===== config.mk =====
export PLATFORM = sky130hd
export DESIGN_NAME = pipe_ctrl_unit
export DESIGN_NICKNAME = d
export VERILOG_FILES = /design/src/rtl/pipe_ctrl_unit.sv
export SDC_FILE = /design/constraint.sdc
export NUM_CORES = 1
export LEC_CHECK = 0
export ABC_AREA = 1
export BUFFER_PORTS_ARGS = -buffer_cell sky130_fd_sc_hd__buf_4
export CAP_MARGIN = 15
export CORE_MARGIN = 5
export CORE_UTILIZATION = 46
export CTS_CLUSTER_DIAMETER = 30
export DETAILED_ROUTE_END_ITERATION = 7
export PLACE_DENSITY = 0.78
export SLEW_MARGIN = 20
export SYNTH_ARGS = -nofsm -noshare
export SYNTH_HDL_FRONTEND = slang
export SYNTH_SLANG_ARGS = --single-unit

===== constraint.sdc =====
create_clock -name clk -period 1.8 [get_ports clk]
set_input_delay 0.27 -clock clk [delete_from_list [all_inputs] [get_ports clk]]
set_output_delay 0.27 -clock clk [all_outputs]
set_load 0.01 [all_outputs]

===== src/rtl/pipe_ctrl_unit.sv =====
// Pipeline control for the decode stage: buffer enables/flushes, load-use stalls,
// branch squash and the interrupt entry sequence (drain, push PC hi/lo, load vector).
module pipe_ctrl_unit #(
    parameter int REG_AW       = 3,
    parameter int DRAIN_CYCLES = 3
) (
    input  logic              clk,
    input  logic              rst,
    input  logic              intr,
    input  logic              ex_mem_read,
    input  logic [REG_AW-1:0] ex_rd,
    input  logic [REG_AW-1:0] id_rs1,
    input  logic [REG_AW-1:0] id_rs2,
    input  logic              id_use_rs1,
    input  logic              id_use_rs2,
    input  logic              branch_taken,
    output logic              pc_en,
    output logic              ifid_en,
    output logic              ifid_flush,
    output logic              idex_en,
    output logic              idex_flush,
    output logic              exmem_en,
    output logic              memwb_en,
    output logic              int_push,
    output logic              int_push_hi,
    output logic              pc_load_vector,
    output logic              int_busy
);

    typedef enum logic [2:0] {
        S_RUN     = 3'd0,
        S_DRAIN   = 3'd1,
        S_PUSH_HI = 3'd2,
        S_PUSH_LO = 3'd3,
        S_VECTOR  = 3'd4
    } state_t;

    localparam logic [2:0] DRAIN_LAST = 3'(DRAIN_CYCLES - 1);

    state_t      state_reg, state_next;
    logic [2:0]  drain_cnt_reg, drain_cnt_next;
    logic        intr_q_reg;
    logic        int_pending_reg, int_pending_next;
    logic        intr_edge;
    logic        enter_drain;
    logic        lu;

    logic [REG_AW-1:0] src_addr [2];
    logic [1:0]        src_use;
    logic [1:0]        src_hit;

    assign src_addr[0] = id_rs1;
    assign src_addr[1] = id_rs2;
    assign src_use     = {id_use_rs2, id_use_rs1};

    generate
        for (genvar gi = 0; gi < 2; gi++) begin : g_src
            assign src_hit[gi] = src_use[gi] && (src_addr[gi] == ex_rd);
        end
    endgenerate

    assign lu        = ex_mem_read && (|src_hit);
    assign intr_edge = intr && !intr_q_reg;

    // A fresh edge wins over the clear so an edge arriving on the entry cycle is not lost.
    assign int_pending_next = (int_pending_reg && !enter_drain) || intr_edge;

    always_ff @(posedge clk or posedge rst) begin
        if (rst) begin
            state_reg       <= S_RUN;
            drain_cnt_reg   <= 3'd0;
            intr_q_reg      <= 1'b0;
            int_pending_reg <= 1'b0;
        end else begin
            state_reg       <= state_next;
            drain_cnt_reg   <= drain_cnt_next;
            intr_q_reg      <= intr;
            int_pending_reg <= int_pending_next;
        end
    end

    always_comb begin
        state_next     = state_reg;
        drain_cnt_next = drain_cnt_reg;
        enter_drain    = 1'b0;
        pc_en          = 1'b1;
        ifid_en        = 1'b1;
        ifid_flush     = 1'b0;
        idex_en        = 1'b1;
        idex_flush     = 1'b0;
        exmem_en       = 1'b1;
        memwb_en       = 1'b1;
        int_push       = 1'b0;
        int_push_hi    = 1'b0;
        pc_load_vector = 1'b0;
        int_busy       = 1'b0;

        case (state_reg)
            S_RUN: begin
                if (branch_taken) begin
                    ifid_flush = 1'b1;
                    idex_flush = 1'b1;
                end else if (lu) begin
                    pc_en      = 1'b0;
                    ifid_en    = 1'b0;
                    idex_flush = 1'b1;
                end else if (int_pending_reg) begin
                    state_next     = S_DRAIN;
                    drain_cnt_next = DRAIN_LAST;
                    enter_drain    = 1'b1;
                end
            end
            S_DRAIN: begin
                pc_en      = 1'b0;
                ifid_flush = 1'b1;
                idex_flush = 1'b1;
                int_busy   = 1'b1;
                if (drain_cnt_reg == 3'd0) begin
                    state_next = S_PUSH_HI;
                end else begin
                    drain_cnt_next = drain_cnt_reg - 3'd1;
                end
            end
            S_PUSH_HI: begin
                pc_en       = 1'b0;
                ifid_flush  = 1'b1;
                idex_flush  = 1'b1;
                int_push    = 1'b1;
                int_push_hi = 1'b1;
                int_busy    = 1'b1;
                state_next  = S_PUSH_LO;
            end
            S_PUSH_LO: begin
                pc_en      = 1'b0;
                ifid_flush = 1'b1;
                idex_flush = 1'b1;
                int_push   = 1'b1;
                int_busy   = 1'b1;
                state_next = S_VECTOR;
            end
            S_VECTOR: begin
                pc_load_vector = 1'b1;
                ifid_flush     = 1'b1;
                idex_flush     = 1'b1;
                int_busy       = 1'b1;
                state_next     = S_RUN;
            end
            default: begin
                state_next = S_RUN;
            end
        endcase
    end

endmodule


# After elaboration in Yosys (flattened, before gate mapping)
# Index checks and enable logic that the tools add are counted.
totals:
  wordCells: 60
  regBits: 8
classes:
  add_sub_neg: 1
  n_reduce_logical: 17
  mux: 27
  eq_ne: 11
ops:
  columns: ["op", "n"]
  rows:
  - ["3-bit 2-to-1 mux", 8]
  - ["1-bit 2-to-1 mux", 14]
  - ["3-bit one-hot mux with 4 select lines", 1]
  - ["2-bit != test (second input constant)", 5]
  - ["3-bit by 2-bit equality test with 1-bit output (second input constant)", 2]
  - ["3-bit equality test", 2]
  - ["3-bit logical NOT", 2]
  - ["1-bit one-hot mux with 2 select lines", 3]
  - ["3-bit one-hot mux with 2 select lines", 1]
  - ["1-bit logical AND", 5]
  - ["5-bit AND reduction", 1]
  - ["4-bit AND reduction", 1]
  - ["2-bit OR reduction", 2]
  - ["4-bit OR reduction", 1]
  - ["3-bit by 1-bit equality test with 1-bit output (second input constant)", 1]
  - ["3-bit equality test (second input constant)", 1]
  - ["3-bit OR reduction", 1]
  - ["3-bit by 1-bit subtractor with 3-bit output (second input constant)", 1]
  - ["1-bit logical NOT", 2]
  - ["2-bit nonzero test", 1]
  - ["1-bit logical OR", 1]

# Logic depth before layout (Yosys ltp)
# Gate-level depths: netlist (run 1).
depth:
  depth_word: 10
  ltp_mapped: 10

# Least setup slack after synthesis (run 1)
# OpenSTA, ideal clock, no wires.
synth_path:
  path_kind: "reg-to-output"
  startpoint: "register state_reg[2]"
  endpoint: "output idex_flush"
  path_stages_with_launch: 8
  t_required_ns: 1.530
  setup_slack_ns: 0.405
  t_arrival_ns: 1.125
  path_cell_list: "dfrtp_1 > nor2_2 > inv_2 > nor2_1 > inv_1 > nand2_1 > nor3_1 > nand3_1"
synth_via:
  elab_chain_cells: 3
synth_rtl:
  columns: ["item", "line_no", "text"]
  rows:
  - ["from (decl)", "40", "state_t state_reg, state_next;"]
  - ["from (signal assigned)", "75", "state_reg <= state_next;"]
  - ["3-bit by 1-bit equality test with 1-bit output, or another cell as far along", "98", "case (state_reg)"]
  - ["4-bit OR reduction (no source line)", null, null]
  - ["1-bit one-hot mux with 2 select lines *", "98", null]
  - ["to (decl)", "21", "output logic idex_flush,"]
# Mark *: on every way between the ends. The rest lies on a longest branch, timed or not.

# Worst setup path after layout (run 1)
# Same ends and word-level chain as after synthesis.

==> run summary, run 1 <==
share of synthesized flip-flops with an asynchronous set or reset = 100%
vias per inst = 4.66
number of antenna violations at the first check in global routing = 0
post-route antenna net violation count = 0
min cycle time layout = 1710 ps
die width = 48.1 µm
count of endpoints failing hold in the final timing report = 0
average instance area after synthesis = 6.32 µm²
TritonCTS clock tree = yes
flip-flop and latch count after synthesis = 8
total power of the final layout = 1.36 mW
FP Rows = 13
Clock H-tree levels = 1
biggest area consumer among synthesized cells = dfrtp_1
total grt overflow = 0
Final Instance Area = 921 µm²
count of inserted antenna diode cells = 0
type of the most critical hold path = in -> reg
static leakage power = 0.543 nW
clk sinks = 8
crit start category = flop
Routability Congestion = 0.781
clock input transition at the sequential cells of the worst setup and hold paths = 50 ps
drt pass-1 iters = 4
area of placed instances = 842 µm²
GR Util met2 = 22.4%
Crit. End Element = output port
fmax = 584 MHz
maximum ir drop on the vdd rail = 783 µV
total standard cell area after synthesis = 669 µm²
top post-synthesis cells by area = dfrtp_1, nand2_1, inv_1, nor2_1, nand4_1
Skew-Pair Late Insertion Delay = 240 ps
worst endpoint required time = 1530 ps
number of library cell types mapped by synthesis = 22
Bufs on Longest Clock Path = 2
arrival time at the worst endpoint = 1440 ps
largest fanout of any net on the critical path = 4
top-area cell type share of the netlist area = 29.9%
run status = finished clean
overall global routing resource usage = 13.9%
Final Cycle Share = 95.2%
DRC marker count from the first detailed-route iteration = 10
vertical extent of the die = 48.1 µm
ratio of total power to cell area = 1470 nW/µm²
count of unresolved DRC violations after routing = 0
number of setup violations in the final report = 0
Max-cap violations = 0
final-report max-slew violation count = 0
detail-routed net length per standard cell = 10.1 µm
Min Hold Slack = 140 ps
setup skew after layout = 2.19 ps
layout cell share with drive strength beyond 1 = 34.8%
full die area = 2320 µm²
number of enable flip-flop cells after synthesis = 0
via count of the first global-routing pass = 572
category of the most critical setup path = reg -> out
Vias = 685
Syn Inst Count = 106
Post-synth top flop = dfrtp_1
wire length of the first global-routing pass = 2250 µm
utilization after layout = 69.0%
core outline area = 1330 µm²
initial core utilization = 50.2%
net count of the finished layout = 152
final HPWL from detailed placement = 1240 µm
maximum number of pins on one net before global-route repair = 9
postcts setup bufs = 0
synth-to-layout area growth = 37.6%
final WL = 1490 µm
met1 track demand over resource = 17.7%
sequential cell area fraction in the yosys report = 29.9%
number of I/O pins = 27
count of synthesis-stage warnings from yosys = 0
port buffer count = 23
grt peak-use layer = met2
total CTS buffers = 3
Root Buffer = clkbuf_4
met3 demand-to-capacity share in global routing = 2.21%
sum of negative setup slack = 0 ps
kinds of logic (layout without fill, tap and decap cells):
| kind of cell | Yosys count | after routing | synth area share (%) |
|---|---|---|---|
| and+or+nand+nor | 63 | 63 | 42.8 |
| DFF | 8 | 8 | 29.9 |
| adders and majority gates | 2 | 2 | 3.74 |
| other | 1 | 3 | 0.560 |
| buffers and inverters | 28 | 52 | 18.5 |
| AOI/OAI and AO/OA | 3 | 3 | 3.18 |
| xor gates and xnor gates | 1 | 1 | 1.31 |
cell usage in the layout, fill, tap and decap left out, types with 3 or more instances in the layout:
| master | instances |
|---|---|
| buf_4 | 23 |
| clkbuf_4 | 3 |
| conb_1 | 3 |
| dfrtp_1 | 6 |
| inv_1 | 19 |
| inv_2 | 5 |
| nand2_1 | 32 |
| nand3_1 | 4 |
| nand4_1 | 5 |
| nor2_1 | 9 |
worst paths after layout:
path	slack, ps	start	cells past startpoint	end
worst max-delay path	90	state_reg[2]$_DFFE_PP0P_	8	idex_flush
worst min-delay path	140	intr	1	intr_q_reg$_DFF_PP0_
worst max register to register	330	state_reg[2]$_DFFE_PP0P_	7	drain_cnt_reg[2]$_DFFE_PP0P_
worst min register to register	420	intr_q_reg$_DFF_PP0_	1	int_pending_reg$_DFF_PP0_
max in group asynchronous	1040	rst	3	state_reg[2]$_DFFE_PP0P_
min in group asynchronous	520	rst	3	intr_q_reg$_DFF_PP0_
report_power, final:
| group | switching, mW | internal, mW | leakage, nW |
|---|---|---|---|
| registers | 0.0664 | 0.247 | 0.0966 |
| clock network | 0.0554 | 0.0759 | 0.0138 |
| logic | 0.508 | 0.403 | 0.433 |
| total | 0.630 | 0.725 | 0.543 |
worst max-delay path, cell delays in order, from the launching register on:
cell     delay, ps
dfrtp_2        440
nor2_4          50
inv_2           80
nor2_2          50
inv_1           60
nand2_2         70
nor3_4         210
nand3_2        100
buf_6          130
metrics by stage:
stage                     setup slack (ps)  cells
after floorplan                        405    108
after global placement                 356    143
after detailed placement               271    143
after CTS                             41.6    147
after global routing                 -16.8    147
final                                 86.8    147
layer usage:
| metal | share of wire, % | vias to the layer above | wire [µm] |
|---|---|---|---|
| li1 | - | 370 | - |
| met1 | 46 | 294 | 683 |
| met2 | 47 | 21 | 694 |
| met3 | 7.1 | 0 | 106 |
| met4 | 0 | 0 | 0 |
| met5 | 0 | - | 0 |
cells in the mapped netlist (2+ instances only):
cell type   n
inv_2       2
nand4_1     5
nand3_1     5
nor2_1     10
ha_1        2
inv_1      22
buf_4       3
nor3_1      3
nand2_1    34
dfrtp_1     8
area by class of cell:
cell class,instances,area (µm²)
Tap cell,15,18.8
Multi-Input combinational cell,72,393
Sequential cell,8,203
Inverter,24,90.1
Fill cell,110,413
Timing Repair Buffer,25,194
Clock buffer,3,22.5
repair_timing:
item / in CTS / in global routing
pin swaps: 0 / 2
endpoints found under the hold margin: 8 / 0
resized for setup: 1 / 14
endpoints found under the setup margin: 1 / 4
cloned: 0 / 0
hold buffers: 1 / 0
Power figures use the tool's default switching activity.
==> run 2: changes to the inputs <==
--- a/config.mk
+++ b/config.mk
@@ -9,10 +9,10 @@
 export BUFFER_PORTS_ARGS = -buffer_cell sky130_fd_sc_hd__buf_4
 export CAP_MARGIN = 15
 export CORE_MARGIN = 5
-export CORE_UTILIZATION = 46
+export CORE_UTILIZATION = 32
 export CTS_CLUSTER_DIAMETER = 30
 export DETAILED_ROUTE_END_ITERATION = 7
-export PLACE_DENSITY = 0.78
+export PLACE_DENSITY = 0.58
 export SLEW_MARGIN = 20
 export SYNTH_ARGS = -nofsm -noshare
 export SYNTH_HDL_FRONTEND = slang
==> run 2 against run 1 <==
Maximum frequency is 1.1% higher. Largest cell class unchanged. Critical path depth shrank 2. First-iteration DRC count is 10% lower. Critical path type unchanged. Largest power group unchanged. Global-route usage shrank 3.6 points. Worst setup slack gained 19 ps. Wire length up 0.88%.
==> run summary, run 2 (synthesized netlist as in run 1, its figures left out) <==
pre-CTS worst setup slack = 256 ps (-14.9 ps)
detail-routed net length per standard cell = 9.42 µm (-6.7%)
static leakage power = 0.543 nW (-0.10%)
cell depth of the worst flop-to-flop path = 7 (unchanged)
Skew-Pair Late Insertion Delay = 250 ps (about the same)
layout cell share with drive strength beyond 1 = 32.6% (-2.3 points)
core outline area = 1980 µm² (+49%)
post-route antenna net violation count = 0 (unchanged)
worst-case setup margin in the final layout = 106 ps (+19.2 ps)
largest fanout of any net on the critical path = 4 (unchanged)
clk sinks = 8 (unchanged)
min cycle time layout = 1690 ps (-19.2 ps)
TritonCTS clock tree = yes
maximum number of pins on one net before global-route repair = 9 (unchanged)
Routability Congestion = 0.723 (-7.4%)
total power of the final layout = 1.30 mW (-4.0%)
Bufs on Longest Clock Path = 2 (unchanged)
number of setup violations in the final report = 0 (unchanged)
initial core utilization = 33.8% (-16 points)
category of the most critical setup path = reg -> out
overall global routing resource usage = 10.4% (-3.6 points)
Max-cap violations = 0 (unchanged)
count of unresolved DRC violations after routing = 0 (unchanged)
via count of the first global-routing pass = 633 (+11%)
total grt overflow = 0 (unchanged)
final WL = 1500 µm (+0.88%)
postcts setup bufs = 0 (unchanged)
FP Rows = 16 (+3)
Hold Crit Depth = 1 (unchanged)
reg-to-reg slack, setup = 330 ps (about the same)
worst min-delay path endpoint = intr_q_reg$_DFF_PP0_
DRC marker count from the first detailed-route iteration = 9 (-1)
final HPWL from detailed placement = 1240 µm (+0.13%)
origin of the critical flop-to-flop path = state_reg[0]$_DFFE_PP0P_
wire length of the first global-routing pass = 2620 µm (+17%)
setup skew after layout = 2.04 ps (-0.156 ps)
number of antenna violations at the first check in global routing = 0 (unchanged)
Clock H-tree levels = 1 (unchanged)
worst endpoint required time = 1530 ps (about the same)
total CTS buffers = 3 (unchanged)
number of I/O pins = 27 (unchanged)
cell-internal power = 700 µW (-3.6%)
HP Start = intr
crit path from = state_reg[1]$_DFFE_PP0P_
count of endpoints failing hold in the final timing report = 0 (unchanged)
Root Buffer = clkbuf_4
sum of negative setup slack = 0 ps (unchanged)
run status = finished clean
Vias = 675 (-1.5%)
net count of the finished layout = 152 (unchanged)
ratio of total power to cell area = 1410 nW/µm² (-4.2%)
final-report max-slew violation count = 0 (unchanged)
unrepaired setup endpoints after global routing = no
vias per inst = 4.25 (-8.9%)
clock input transition at the sequential cells of the worst setup and hold paths = 50 ps (about the same)
clock group share of total power = 10.3% (+0.6 points)
count of inserted antenna diode cells = 0 (unchanged)
full die area = 3110 µm² (+34%)
utilization after layout = 46.6% (-22 points)
fmax = 590 MHz (+1.1%)
type of the most critical hold path = in -> reg
vertical extent of the die = 55.7 µm (+16%)
drt pass-1 iters = 4 (unchanged)
sequential cell fraction of total power = 23.7% (+0.6 points)
die width = 55.7 µm (+16%)
switching component of the power = 602 µW (-4.4%)
part of the total power dissipated in combinational logic = 66.1% (-1.1 points)
Critical R2R Capture = state_reg[0]$_DFFE_PP0P_
synth-to-layout area growth = 37.9%
Final Cycle Share = 94.1% (-1.1 points)
highest-count cells in the layout ignoring fill and taps = nand2_1, buf_4, inv_1
arrival time at the worst endpoint = 1420 ps (-20 ps)
maximum ir drop on the vdd rail = 814 µV (+4.0%)
crit start category = flop
fraction of power spent switching nets = 46.3% (-0.22 points)
most common cell after layout, fill and taps aside = nand2_1
port buffer count = 23 (unchanged)
Crit. End Element = output port
[run 2: changes by cell type in the layout (fill, tap and decap cells not counted)]
cell     change
buf_4        +1
buf_6        -1
inv_1        +2
inv_2        -2
nand2_1      +1
nand2_2      -1
nand3_1      +1
nand3_2      -1
nor3_1       -1
nor3_2       +2
nor3_4       -1
[run 2: routing by layer]
metal / wire length (µm) / GRT usage (%) / vias to the layer above
met5: 0 / 0 / -
met4: 0 / 4.17 / 0
met3: 92 / 2.55 / 0
met2: 724 / 16.0 / 16
met1: 680 / 13.7 / 290
li1: - / - / 369
[run 2: worst max path at each step]
stage	endpoint	cells past startpoint
after detailed placement	idex_flush	8
after floorplan	idex_flush	7
after global routing	idex_flush	7
after global placement	idex_flush	8
final	idex_flush	6
after CTS	idex_flush	8
[run 2: power groups by stage]
stage | Combinational (mW) | Clock, mW | Sequential, mW
2_1_floorplan | 0.572 | 0 | 0.287
3_3_place_gp | 0.807 | 0 | 0.296
3_5_place_dp | 0.812 | 0 | 0.295
4_1_cts | 0.826 | 0.141 | 0.293
5_1_grt | 0.977 | 0.149 | 0.318
6_report | 0.860 | 0.134 | 0.308
[run 2: final cells by class]
cell class / instances / area, µm²
fill: 218 / 1060
multi-input combinational: 72 / 384
sequential: 8 / 203
timing repair buffer: 25 / 190
inverter: 24 / 90.1
tap: 27 / 33.8
clock buffer: 3 / 22.5
[run 2: what timing repair did]
item                                   CTS  global route
gates cloned                             0             0
pin swaps                                0             0
setup endpoints to repair                1             4
endpoints found under the hold margin    8             0
gates resized for setup                  1             9
hold buffers                             1             0
[run 2: worst max-delay path: stages (launching register included)]
cell and delay, ps:
dfrtp_1 440, nor3_2 250, inv_1 110, nand2_2 120
nor3_4 50, nand3_1 90, buf_4 120
[run 2: metrics by stage]
step                hold WS, ps  cell area [µm²]  cells
floorplan                  85.7              677    108
global placement            247              857    155
detailed placement          241              857    155
CTS                         126              895    159
global route                126              923    159
finish                      137              923    159
==> run 3: changes to the inputs <==
--- a/config.mk
+++ b/config.mk
@@ -8,11 +8,13 @@
 export ABC_AREA = 1
 export BUFFER_PORTS_ARGS = -buffer_cell sky130_fd_sc_hd__buf_4
 export CAP_MARGIN = 15
+export CELL_PAD_IN_SITES_DETAIL_PLACEMENT = 1
+export CELL_PAD_IN_SITES_GLOBAL_PLACEMENT = 1
 export CORE_MARGIN = 5
-export CORE_UTILIZATION = 32
+export CORE_UTILIZATION = 31
 export CTS_CLUSTER_DIAMETER = 30
 export DETAILED_ROUTE_END_ITERATION = 7
-export PLACE_DENSITY = 0.58
+export PLACE_DENSITY = 0.78
 export SLEW_MARGIN = 20
 export SYNTH_ARGS = -nofsm -noshare
 export SYNTH_HDL_FRONTEND = slang
==> run 3 against run 2 <==
Cell area decreased by 0.41%. Clock skew fell by 1.0 ps. Non-clock buffer count increased by 1. Largest power group unchanged.
==> run summary, run 3 (synthesized netlist as in run 1, its figures left out) <==
run status = finished clean
sequential cell fraction of total power = 22.7% (-1.0 points)
number of setup violations in the final report = 0 (unchanged)
synth-to-layout area growth = 37.4%
FP Rows = 16 (unchanged)
clock group share of total power = 9.9% (-0.4 points)
arrival time at the worst endpoint = 1420 ps (about the same)
largest stage delay on the critical path = 410 ps (-30 ps)
Buf/Inv on CP = 3 (+1)
post-route antenna net violation count = 0 (unchanged)
detail-routed net length per standard cell = 10.9 µm (+15%)
final-report max-slew violation count = 0 (unchanged)
static leakage power = 0.544 nW (+0.16%)
maximum number of pins on one net before global-route repair = 9 (unchanged)
switching component of the power = 619 µW (+2.7%)
category of the most critical setup path = reg -> out
most common cell after layout, fill and taps aside = nand2_1
drt pass-1 iters = 2 (-2)
count of endpoints failing hold in the final timing report = 0 (unchanged)
Clock H-tree levels = 1 (unchanged)
Final Cycle Share = 93.8% (-0.33 points)
CP max-delay cell = dfrtp_1
TritonCTS clock tree = yes
core outline area = 2000 µm² (+1.0%)
overall global routing resource usage = 11.8% (+1.4 points)
wire length of the first global-routing pass = 3050 µm (+16%)
most used cell, CP = nor2_2
fmax = 592 MHz (+0.35%)
initial core utilization = 33.4% (-0.34 points)
number of I/O pins = 27 (unchanged)
critical path, cell by cell = nor2_2 > inv_2 > nor2_2 > inv_1 > nand2_1 > nor3_4 > nand3_1 > buf_4
largest fanout of any net on the critical path = 3 (-1)
port buffer count = 23 (unchanged)
final WL = 1740 µm (+16%)
cell-internal power = 710 µW (+1.5%)
worst endpoint required time = 1530 ps (about the same)
min cycle time layout = 1690 ps (-5.96 ps)
count of unresolved DRC violations after routing = 0 (unchanged)
utilization after layout = 45.9% (-0.65 points)
total power of the final layout = 1.33 mW (+2.0%)
total CTS buffers = 3 (unchanged)
sum of negative setup slack = 0 ps (unchanged)
Skew-Pair Late Insertion Delay = 250 ps (about the same)
clock input transition at the sequential cells of the worst setup and hold paths = 50 ps (about the same)
Vias = 703 (+4.1%)
net count of the finished layout = 153 (+0.66%)
layout cell share with drive strength beyond 1 = 31.6% (-1.0 points)
Non-Filler Instances = 160 (+0.63%)
crit start category = flop
vertical extent of the die = 56.5 µm (+1.3%)
via count of the first global-routing pass = 714 (+13%)
final HPWL from detailed placement = 1520 µm (+22%)
fraction of power spent switching nets = 46.6% (+0.31 points)
Worst path top cell family by delay = simple AND/OR/NAND/NOR gates
setup skew after layout = 0.990 ps (-1.05 ps)
count of inserted antenna diode cells = 0 (unchanged)
highest-count cells in the layout ignoring fill and taps = nand2_1, buf_4, inv_1
Max-cap violations = 0 (unchanged)
DRC marker count from the first detailed-route iteration = 15 (+6)
Min Hold Slack = 138 ps (+1.43 ps)
cell total after placement = 155 (unchanged)
die width = 56.5 µm (+1.3%)
type of the most critical hold path = in -> reg
total grt overflow = 0 (unchanged)
clk sinks = 8 (unchanged)
Routability Congestion = 0.790 (+9.3%)
maximum ir drop on the vdd rail = 736 µV (-9.6%)
full die area = 3190 µm² (+2.7%)
Root Buffer = clkbuf_4
Crit. End Element = output port
part of the total power dissipated in combinational logic = 67.4% (+1.3 points)
unrepaired setup endpoints after global routing = yes
number of antenna violations at the first check in global routing = 0 (unchanged)
vias per inst = 4.39 (+3.5%)
ratio of total power to cell area = 1440 nW/µm² (+2.5%)
Bufs on Longest Clock Path = 2 (unchanged)
==> run 3: repair_timing <==
action / in CTS / in global routing
endpoints found under the setup margin: 0 / 4
hold endpoints to repair: 8 / 0
setup buffers: 0 / 1
gates resized for setup: 0 / 7
hold buffers: 1 / 0
==> run 3: cell type report <==
class | instances | area, µm²
inverters | 24 | 90.1
clock buffers | 3 | 22.5
multi-input cells | 72 | 374
well taps | 27 | 33.8
flip-flops and latches | 8 | 201
repair buffers | 26 | 198
fillers | 273 | 1080
==> run 3: through the flow <==
stage	area [µm²]	setup slack (ps)
2_1_floorplan	677	405
3_3_place_gp	857	336
3_5_place_dp	857	281
4_1_cts	890	4.73
5_1_grt	920	-4.73
6_report	920	112
==> run 3: worst paths after layout <==
| kind | slack (ps) | start | to | depth (start not counted) |
|---|---|---|---|---|
| min in group asynchronous | 520 | rst | int_pending_reg$_DFF_PP0_ | 3 |
| max reg2reg | 310 | state_reg[0]$_DFFE_PP0P_ | drain_cnt_reg[0]$_DFFE_PP0P_ | 7 |
| max | 110 | state_reg[0]$_DFFE_PP0P_ | idex_flush | 8 |
| min reg2reg | 420 | intr_q_reg$_DFF_PP0_ | int_pending_reg$_DFF_PP0_ | 1 |
| min | 140 | intr | intr_q_reg$_DFF_PP0_ | 1 |
| max in group asynchronous | 1030 | rst | state_reg[2]$_DFFE_PP0P_ | 3 |
==> run 3: power groups by stage <==
stage               logic [mW]  registers, mW  clock network (mW)
finish                   0.895          0.302               0.132
global route              1.02          0.309               0.153
CTS                      0.855          0.298               0.143
detailed placement       0.851          0.300                   0
global placement         0.819          0.294                   0
floorplan                0.572          0.287                   0
==> run 3: metal layers <==
layer	share of wire, %	GRT usage [%]
met3	4.6	1.38
met5	0	0
met1	47	15.0
met4	0.69	6.10
met2	48	19.3
==> run 3: worst register-to-register path, stage by stage (launching register included) <==
cell	delay, ps
dfrtp_1	410
nor2_2	160
inv_2	70
nor2_4	160
inv_2	60
or2_0	310
nand4_1	160
nand2_1	60
